$ cat src/rtl/round_tally.sv
// -----------------------------------------------------------------------------
// round_tally
//   Match scorekeeper placed after the baccarat round state machine. It watches
//   the player/dealer win lights and treats each rising edge of (P | D) as one
//   finished round: both lights = tie, P only = player win, D only = dealer win.
//   It keeps saturating per-outcome counters and runs a first-to-TARGET_WINS
//   match FSM (PLAY / OVER) that drives the match-result LED/HEX feed.
//
// Parameters
//   CNT_W        width of every counter; counters saturate at 2**CNT_W-1
//   TARGET_WINS  wins (either side) that end the match, 1..2**CNT_W-1
//
// Build option
//   TALLY_STREAK_EN  defined  : streak / streak_owner tracking present
//                    undefined: no streak registers, both outputs tied to 0
//
// Ports
//   slow_clock        in   1      clock, all state updates on posedge
//   resetb            in   1      synchronous, active-low reset
//   player_win_light  in   1      player win light (both high = tie)
//   dealer_win_light  in   1      dealer win light
//   new_match         in   1      1-cycle pulse: clear counters, start new match
//   player_wins       out  CNT_W  rounds won by player this match
//   dealer_wins       out  CNT_W  rounds won by dealer this match
//   ties              out  CNT_W  tied rounds this match
//   rounds            out  CNT_W  total classified rounds this match
//   streak            out  CNT_W  consecutive wins by streak_owner
//   streak_owner      out  2      00 none, 01 player, 10 dealer
//   match_over        out  1      high while the FSM is in OVER
//   match_winner      out  2      00 none, 01 player, 10 dealer
// -----------------------------------------------------------------------------
module round_tally #(
  parameter int CNT_W       = 8,
  parameter int TARGET_WINS = 5
) (
  input  logic             slow_clock,
  input  logic             resetb,
  input  logic             player_win_light,
  input  logic             dealer_win_light,
  input  logic             new_match,
  output logic [CNT_W-1:0] player_wins,
  output logic [CNT_W-1:0] dealer_wins,
  output logic [CNT_W-1:0] ties,
  output logic [CNT_W-1:0] rounds,
  output logic [CNT_W-1:0] streak,
  output logic [1:0]       streak_owner,
  output logic             match_over,
  output logic [1:0]       match_winner
);

  typedef enum logic {
    ST_PLAY = 1'b0,
    ST_OVER = 1'b1
  } state_t;

  localparam logic [CNT_W-1:0] TARGET     = CNT_W'(TARGET_WINS);
  localparam logic [1:0]       OWN_NONE   = 2'b00;
  localparam logic [1:0]       OWN_PLAYER = 2'b01;
  localparam logic [1:0]       OWN_DEALER = 2'b10;

  // Counters stick at all-ones instead of wrapping back to zero.
  function automatic logic [CNT_W-1:0] sat_inc(input logic [CNT_W-1:0] v);
    return (v == {CNT_W{1'b1}}) ? v : v + CNT_W'(1);
  endfunction

  state_t           r_state;
  logic             r_lights_q;
  logic [CNT_W-1:0] r_player_wins;
  logic [CNT_W-1:0] r_dealer_wins;
  logic [CNT_W-1:0] r_ties;
  logic [CNT_W-1:0] r_rounds;
  logic             r_match_over;
  logic [1:0]       r_match_winner;

  logic             w_lights;
  logic             w_evt;
  logic             w_tie;
  logic             w_player_only;
  logic [CNT_W-1:0] w_player_next;
  logic [CNT_W-1:0] w_dealer_next;

  // One event per rising edge of the OR of the lights; a held light counts once.
  assign w_lights      = player_win_light | dealer_win_light;
  assign w_evt         = w_lights & ~r_lights_q;
  assign w_tie         = player_win_light & dealer_win_light;
  assign w_player_only = player_win_light & ~dealer_win_light;
  assign w_player_next = sat_inc(r_player_wins);
  assign w_dealer_next = sat_inc(r_dealer_wins);

  // ---------------------------------------------------------------------------
  // Match FSM and tally counters. The winning increment and the move to OVER
  // land on the same edge, so the target compare uses the post-increment value.
  // ---------------------------------------------------------------------------
  // NOTE: every register here is written with <= so all of them update from the
  // same pre-edge values; blocking = would let later lines see half-updated state.
  always_ff @(posedge slow_clock) begin
    // NOTE: reset is synchronous and every register (there is no memory array)
    // gets an explicit reset value, so outputs are defined from the first edge.
    if (!resetb) begin
      r_state        <= ST_PLAY;
      r_lights_q     <= 1'b0;
      r_player_wins  <= '0;
      r_dealer_wins  <= '0;
      r_ties         <= '0;
      r_rounds       <= '0;
      r_match_over   <= 1'b0;
      r_match_winner <= OWN_NONE;
    end else begin
      // Edge detector keeps sampling even across new_match so a light that is
      // still high afterwards does not re-trigger.
      r_lights_q <= w_lights;
      if (new_match) begin
        r_state        <= ST_PLAY;
        r_player_wins  <= '0;
        r_dealer_wins  <= '0;
        r_ties         <= '0;
        r_rounds       <= '0;
        r_match_over   <= 1'b0;
        r_match_winner <= OWN_NONE;
      end else begin
        case (r_state)
          ST_PLAY: begin
            if (w_evt) begin
              r_rounds <= sat_inc(r_rounds);
              if (w_tie) begin
                r_ties <= sat_inc(r_ties);
              end else if (w_player_only) begin
                r_player_wins <= w_player_next;
                if (w_player_next == TARGET) begin
                  r_state        <= ST_OVER;
                  r_match_over   <= 1'b1;
                  r_match_winner <= OWN_PLAYER;
                end
              end else begin
                r_dealer_wins <= w_dealer_next;
                if (w_dealer_next == TARGET) begin
                  r_state        <= ST_OVER;
                  r_match_over   <= 1'b1;
                  r_match_winner <= OWN_DEALER;
                end
              end
            end
          end
          ST_OVER: begin
            // Counters frozen; only new_match leaves this state.
          end
          default: r_state <= ST_PLAY;
        endcase
      end
    end
  end

  assign player_wins  = r_player_wins;
  assign dealer_wins  = r_dealer_wins;
  assign ties         = r_ties;
  assign rounds       = r_rounds;
  assign match_over   = r_match_over;
  assign match_winner = r_match_winner;

`ifdef TALLY_STREAK_EN
  // ---------------------------------------------------------------------------
  // Streak tracking: follows exactly the rounds the FSM accepts.
  // ---------------------------------------------------------------------------
  logic [CNT_W-1:0] r_streak;
  logic [1:0]       r_streak_owner;
  logic             w_accept;
  logic [1:0]       w_round_winner;

  assign w_accept       = w_evt & ~new_match & (r_state == ST_PLAY);
  assign w_round_winner = w_player_only ? OWN_PLAYER : OWN_DEALER;

  always_ff @(posedge slow_clock) begin
    if (!resetb) begin
      r_streak       <= '0;
      r_streak_owner <= OWN_NONE;
    end else if (new_match) begin
      r_streak       <= '0;
      r_streak_owner <= OWN_NONE;
    end else if (w_accept) begin
      if (w_tie) begin
        r_streak       <= '0;
        r_streak_owner <= OWN_NONE;
      end else if (w_round_winner == r_streak_owner) begin
        r_streak <= sat_inc(r_streak);
      end else begin
        r_streak       <= CNT_W'(1);
        r_streak_owner <= w_round_winner;
      end
    end
  end

  assign streak       = r_streak;
  assign streak_owner = r_streak_owner;
`else
  assign streak       = '0;
  assign streak_owner = OWN_NONE;
`endif

endmodule

$ cat config.mk
export PLATFORM = sky130hd
export DESIGN_NAME = round_tally
export DESIGN_NICKNAME = d
export VERILOG_FILES = /design/src/rtl/round_tally.sv
export SDC_FILE = /design/constraint.sdc
export NUM_CORES = 1
export LEC_CHECK = 0
export CAP_MARGIN = 10
export CELL_PAD_IN_SITES_DETAIL_PLACEMENT = 1
export CELL_PAD_IN_SITES_GLOBAL_PLACEMENT = 1
export CORE_ASPECT_RATIO = 0.5
export CORE_MARGIN = 4
export CORE_UTILIZATION = 39
export CTS_CLUSTER_DIAMETER = 200
export CTS_CLUSTER_SIZE = 8
export DETAILED_ROUTE_END_ITERATION = 7
export PLACE_DENSITY = 0.83
export REMOVE_ABC_BUFFERS = 1
export SETUP_SLACK_MARGIN = 0.05
export SLEW_MARGIN = 20
export SYNTH_ARGS = -nofsm -noshare
export SYNTH_HDL_FRONTEND = slang
export SYNTH_SLANG_ARGS = --single-unit
$ cat constraint.sdc
create_clock -name slow_clock -period 4.8 [get_ports slow_clock]
set_input_delay 0.48 -clock slow_clock [delete_from_list [all_inputs] [get_ports slow_clock]]
set_output_delay 0.48 -clock slow_clock [all_outputs]
set_load 0.02 [all_outputs]
==> results of run 1 <==
metrics by stage:
stage | power (W) | util [%]
floorplan | 0.0003456 | -
global placement | 0.0003589 | 50.73
detailed placement | 0.0003598 | 50.73
CTS | 0.0006446 | 53.32
global route | 0.0006616 | 53.32
finish | 0.0006369 | 53.32
layer usage:
layer  track usage, %  part of all wire, %  vias up
li1                 -                    -      860
met1            20.95                   48      854
met2            27.92                   47       38
met3            3.671                  4.7        2
met4            4.317                 0.57        0
met5                0                    0        -
cells in the mapped netlist (all sizes together), types with 2 or more instances:
| master | instances | area (sq um) |
|---|---|---|
| or3 | 2 | 12.51 |
| a21oi | 9 | 45.04 |
| mux2i | 7 | 70.07 |
| nor4 | 2 | 27.53 |
| xnor2 | 9 | 78.83 |
| and3 | 6 | 37.54 |
| inv | 3 | 11.26 |
| o22ai | 2 | 12.51 |
| nand3 | 13 | 70.07 |
| nor2 | 29 | 108.9 |
| nor2b | 2 | 12.51 |
| clkbuf | 5 | 20.01 |
| nand3b | 3 | 22.52 |
| nor3 | 14 | 70.07 |
| nand2 | 18 | 67.56 |
| xor2 | 9 | 78.83 |
| and4 | 3 | 26.28 |
| nor4b | 3 | 38.79 |
| nand4 | 5 | 31.28 |
| dfxtp | 37 | 740.7 |
| o21a | 2 | 15.01 |
| buf | 15 | 112.6 |
| a211oi | 2 | 15.01 |
| o21ai | 7 | 35.03 |
| ha | 4 | 50.05 |
cell type report:
class | count | area (sq um)
clock inverters | 2 | 37.54
fillers | 579 | 2165
inverters | 3 | 11.26
well taps | 66 | 82.58
repair buffers | 40 | 397.9
multi-input cells | 178 | 1120
clock buffers | 6 | 82.58
flip-flops and latches | 37 | 740.7
registers in the layout, indices dropped and copies added (netlist names):
signal / count
match_winner: 2
match_over: 1
player_wins: 8
r_state: 1
r_lights_q: 1
rounds: 8
ties: 8
dealer_wins: 8
kinds of logic after synthesis:
family / Yosys count / share of synthesized area (%)
AND/OR/NAND/NOR: 107 / 29.78
buffers and inverters: 23 / 7.301
AO/OA/AOI/OAI: 32 / 11.05
other: 1 / 0.1903
multiplexers: 7 / 3.556
XOR/XNOR: 18 / 8.000
adder cells (fa/ha/maj): 4 / 2.540
flip-flops: 37 / 37.59
worst max-delay path, stage by stage, from the launching register on:
cell and delay [ns]:
dfxtp_1 0.46, ha_1 0.38, o21ai_0 0.15, a311oi_1 0.31, nor3_1 0.15, a41o_1 0.29
o211a_1 0.20
final timing paths:
kind                   from  cells past startpoint         endpoint
max          dealer_wins[0]                      6  match_winner[1]
min              match_over                      1       match_over
max reg2reg  dealer_wins[0]                      6  match_winner[1]
min reg2reg      match_over                      1       match_over
report_power, final:
group	switching, W	internal, W	leakage [nW]
clock network	0.000115	0.000169	0.0574
registers	0.00000311	0.000309	0.299
logic	0.0000266	0.0000144	0.494
total	0.000145	0.000492	0.850
==> results.md, run 1 <==
- Post-Place Cells: 324
- Tmin final: 2.052 ns
- Buffers on Ports: 39
- Final Max Tran Viols: 0
- Pre-CTS setup slack: 2.479 ns
- Antenna fix cells: 0
- CTS tree: done
- Final hold viol count: 0
- Final Skew: 0.005952 ns
- DR pass1 iterations: 4
- Final TNS setup: 0 ns
- Starting Density: 42.50%
- Wire per inst: 14.76 um
- Critical Path RT: 4.98 ns
- Placement Rows: 17
- Cts repair resizes: 0
- Synth Register Bits: 37
- DR vias: 1754
- RePlAce Congestion: 0.7957
- Hold_buf cts: 0
- Vias in the first global route: 1772
- Vias/cell: 5.283
- Max-slew headroom: 53.89%
- Global route overflow: 0
- Die ar.: 0.006323 sq mm
- Post-Synthesis Cells: 229
- Clock buffer count from CTS: 5
- Core area: 0.004637 sq mm
- Worst min path class: register to register
- Top Ports: 50
- Sequential element share of the synthesized area: 37.59%
- Clk root buf: clkbuf_8
- Final setup margin: 2.748 ns
- Post-DRT Antenna Nets: 0
- HPWL after detailed placement: 3.527 mm
- Drt drc: 0
- Most common cell after layout, fill and taps aside: clkdlybuf4s50_1
- Clock transition at the registers of the reported paths: 0.07 ns
- Peak supply drop: 108.0 uV
- Startpoint types: register
- Crit-path max FO: 8
- Clock Latency Late Sink: 0.29 ns
- H-tree levels: 2
- Post-CTS setup buffers: 0
- Fraction of layout cells with a size suffix above 1: 5.639%
- Final net count: 274
- Final cell count without fillers: 332
- Post-synth EDFFs: 0
- Syn Std Cell Area: 0.001971 sq mm
- DRT Wirelength: 4.901 mm
- Initial antenna violation count: 0
- Finished Cell Area: 0.002472 sq mm
- Largest net degree at the start of global routing: 18
- CP Capture Type: register
- Final hold slack: 0.4730 ns
- CTS max path bufs: 2
- Final period util: 42.76%
- Die height: 58.27 um
- Ys Warns: 0
- Reg-to-reg slack, setup: 2.75 ns
- First-pass GRT wire length: 8.259 mm
- Synth Flop Type: dfxtp_1
- Status: finished, final reports clean
- PD cells: 257.6 mW/mm^2
- Leak: 0.8501 nW
- Setup violators final: 0
- Placed cell area: 0.002352 sq mm
- Syn_area_per_cell: 8.605 sq um
- Arrival time worst endpoint: 2.23 ns
- Kind of critical path: register to register
- Max cap viols: 0
- Worst-Margin Slew: 0.6917 ns
- Synth-to-layout area growth: 25.46%
- Die Width: 108.5 um
- Distinct cells, synth: 50
- Asr flop ratio synth: 0%
- Sink Count: 37
- F_max: 487.2 MHz
- Most frequent cells in the layout: clkdlybuf4s50_1 (39), dfxtp_1 (37), nor2_1 (29)
- Initial DRC Count: 31
- GRT Util Overall: 16.32%
- RSZ-0062 raised after global routing: false
(Power assumes the default switching activity.)
==> run 2: changes to the inputs <==
- CORE_UTILIZATION: 39 -> 32
- PLACE_DENSITY: 0.83 -> 0.73
- clock period: 4.8 -> 1.8 ns (I/O delays scaled with it)
==> results.md, run 2 (same netlist as run 1, synthesis figures left out) <==
- DR pass1 iterations: 4
- Die Width: 119.0 um
- Wire per inst: 14.53 um
- Critical Path RT: 1.97 ns
- Arrival time worst endpoint: 1.84 ns
- CTS tree: done
- CTS max path bufs: 2
- Peak supply drop: 367.4 uV
- Global route overflow: 0
- Clock power frac: 49.1%
- Final period util: 92.71%
- Kind of critical path: register to register
- DR vias: 1803
- Master of the slowest instance on the critical path: dfxtp_1
- RePlAce Congestion: 0.7810
- Clock buffer count from CTS: 5
- Worst min path class: register to register
- Starting Density: 34.54%
- Most frequent cells in the layout: clkdlybuf4s50_1 (39), dfxtp_1 (36), nor2_1 (29)
- Placement Rows: 19
- H-tree levels: 2
- Max cap viols: 0
- Final net count: 293
- F_max: 599.2 MHz
- Gate power share: 7.1%
- Crit-path max FO: 8
- Antenna fix cells: 0
- Clock Latency Late Sink: 0.28 ns
- Initial antenna violation count: 0
- Final Skew: 0.002543 ns
- Top Ports: 50
- Final hold viol count: 0
- Final hold slack: 0.4877 ns
- HPWL after detailed placement: 3.905 mm
- Buffers on Ports: 39
- Sink Count: 37
- Largest stage delay, worst path: 0.38 ns
- Setup violators final: 0
- First-pass GRT wire length: 8.431 mm
- Sw Ratio: 22.67%
- Core area: 0.005705 sq mm
- Drt drc: 0
- Post-CTS setup buffers: 0
- Finished Cell Area: 0.002703 sq mm
- Clock transition at the registers of the reported paths: 0.06 ns
- Post-DRT Antenna Nets: 0
- Die height: 63.49 um
- Vias/cell: 5.036
- Final Max Tran Viols: 0
- DRT Wirelength: 5.202 mm
- Tmin final: 1.669 ns
- Leak: 0.9701 nW
- Vias in the first global route: 1754
- Status: finished, final reports clean
- Placed cell area: 0.002504 sq mm
- Synth-to-layout area growth: 37.14%
- Die ar.: 0.007554 sq mm
- CP cell instances: ha_4, o21ai_0, a311oi_1, nor3_1, a41o_1, o211a_1
- Pwr Total: 0.001899 W
- PD cells: 702.7 mW/mm^2
- Most common cell after layout, fill and taps aside: clkdlybuf4s50_1
- Initial DRC Count: 64
- CP Capture Type: register
- Largest net degree at the start of global routing: 25
- Fraction of layout cells with a size suffix above 1: 14.39%
- Clk root buf: clkbuf_16
- Startpoint types: register
- GRT Util Overall: 13.69%
- P_int: 0.001469 W
- Psw: 0.0004305 W
- Sequential fraction of design power: 43.8%
- RSZ-0062 raised after global routing: true
-- run 2: changes by cell type in the layout (fill, tap and decap cells not counted), moves of 2 or more --
cell       change
nor3_1         -2
clkbuf_8       -4
buf_4         +19
clkbuf_16      +5
nor3_2         +2
ha_1           -2
-- run 2: repair_timing --
item / in CTS / in global routing
setup endpoints to repair: 2 / 8
gates resized for setup: 1 / 8
pin swaps: 0 / 0
hold buffers: 0 / 0
-- run 2: area by class of cell --
class                   instances  area [sq um]
flip-flops and latches         37         742.0
clock buffers                   7         152.6
well taps                      73         91.34
clock inverters                 1         5.005
fillers                       677          3003
repair buffers                 59         540.5
multi-input cells             178          1160
inverters                       3         11.26
-- run 2: worst max-delay path, delay by kind of cell, from the launching register on --
kind	cells	cell delay, ns
AOI/OAI and AO/OA	4	0.85
adders and majority gates	1	0.20
DFF	1	0.38
and+or+nand+nor	1	0.13
-- run 2: power groups by stage --
stage               Clock (W)  Sequential (W)  Combinational [W]
floorplan                   0        0.000854          0.0000674
global placement            0        0.000850           0.000128
detailed placement          0        0.000850           0.000131
CTS                  0.000949        0.000832           0.000132
global route         0.000992        0.000833           0.000146
finish               0.000932        0.000833           0.000135
-- run 2: path summary, 6_finish.rpt --
kind         cells after the start         endpoint  slack (ns)           start
max                              6  match_winner[1]        0.13  dealer_wins[0]
min                              1       match_over        0.49      match_over
max reg2reg                      6  match_winner[1]        0.13  dealer_wins[0]
min reg2reg                      1       match_over        0.49      match_over
-- run 2: per-stage QoR --
step	TNS (ns)	cells	utilization, %	worst slack, ns
after floorplan	-0.03603	218	-	-0.03603
after global placement	-0.6572	350	43.88	-0.07233
after detailed placement	-2.203	350	43.88	-0.1836
after CTS	0	358	46.69	0.06440
after global routing	0	358	47.37	0.01333
final	0	358	47.37	0.1311
-- run 2: layer usage --
metal / vias up / GRT usage, % / part of all wire (%)
li1: 907 / - / -
met2: 29 / 22.84 / 48
met4: 0 / 4.329 / 1.1
met1: 863 / 17.15 / 47
met5: - / 0 / 0
met3: 4 / 3.843 / 4.4
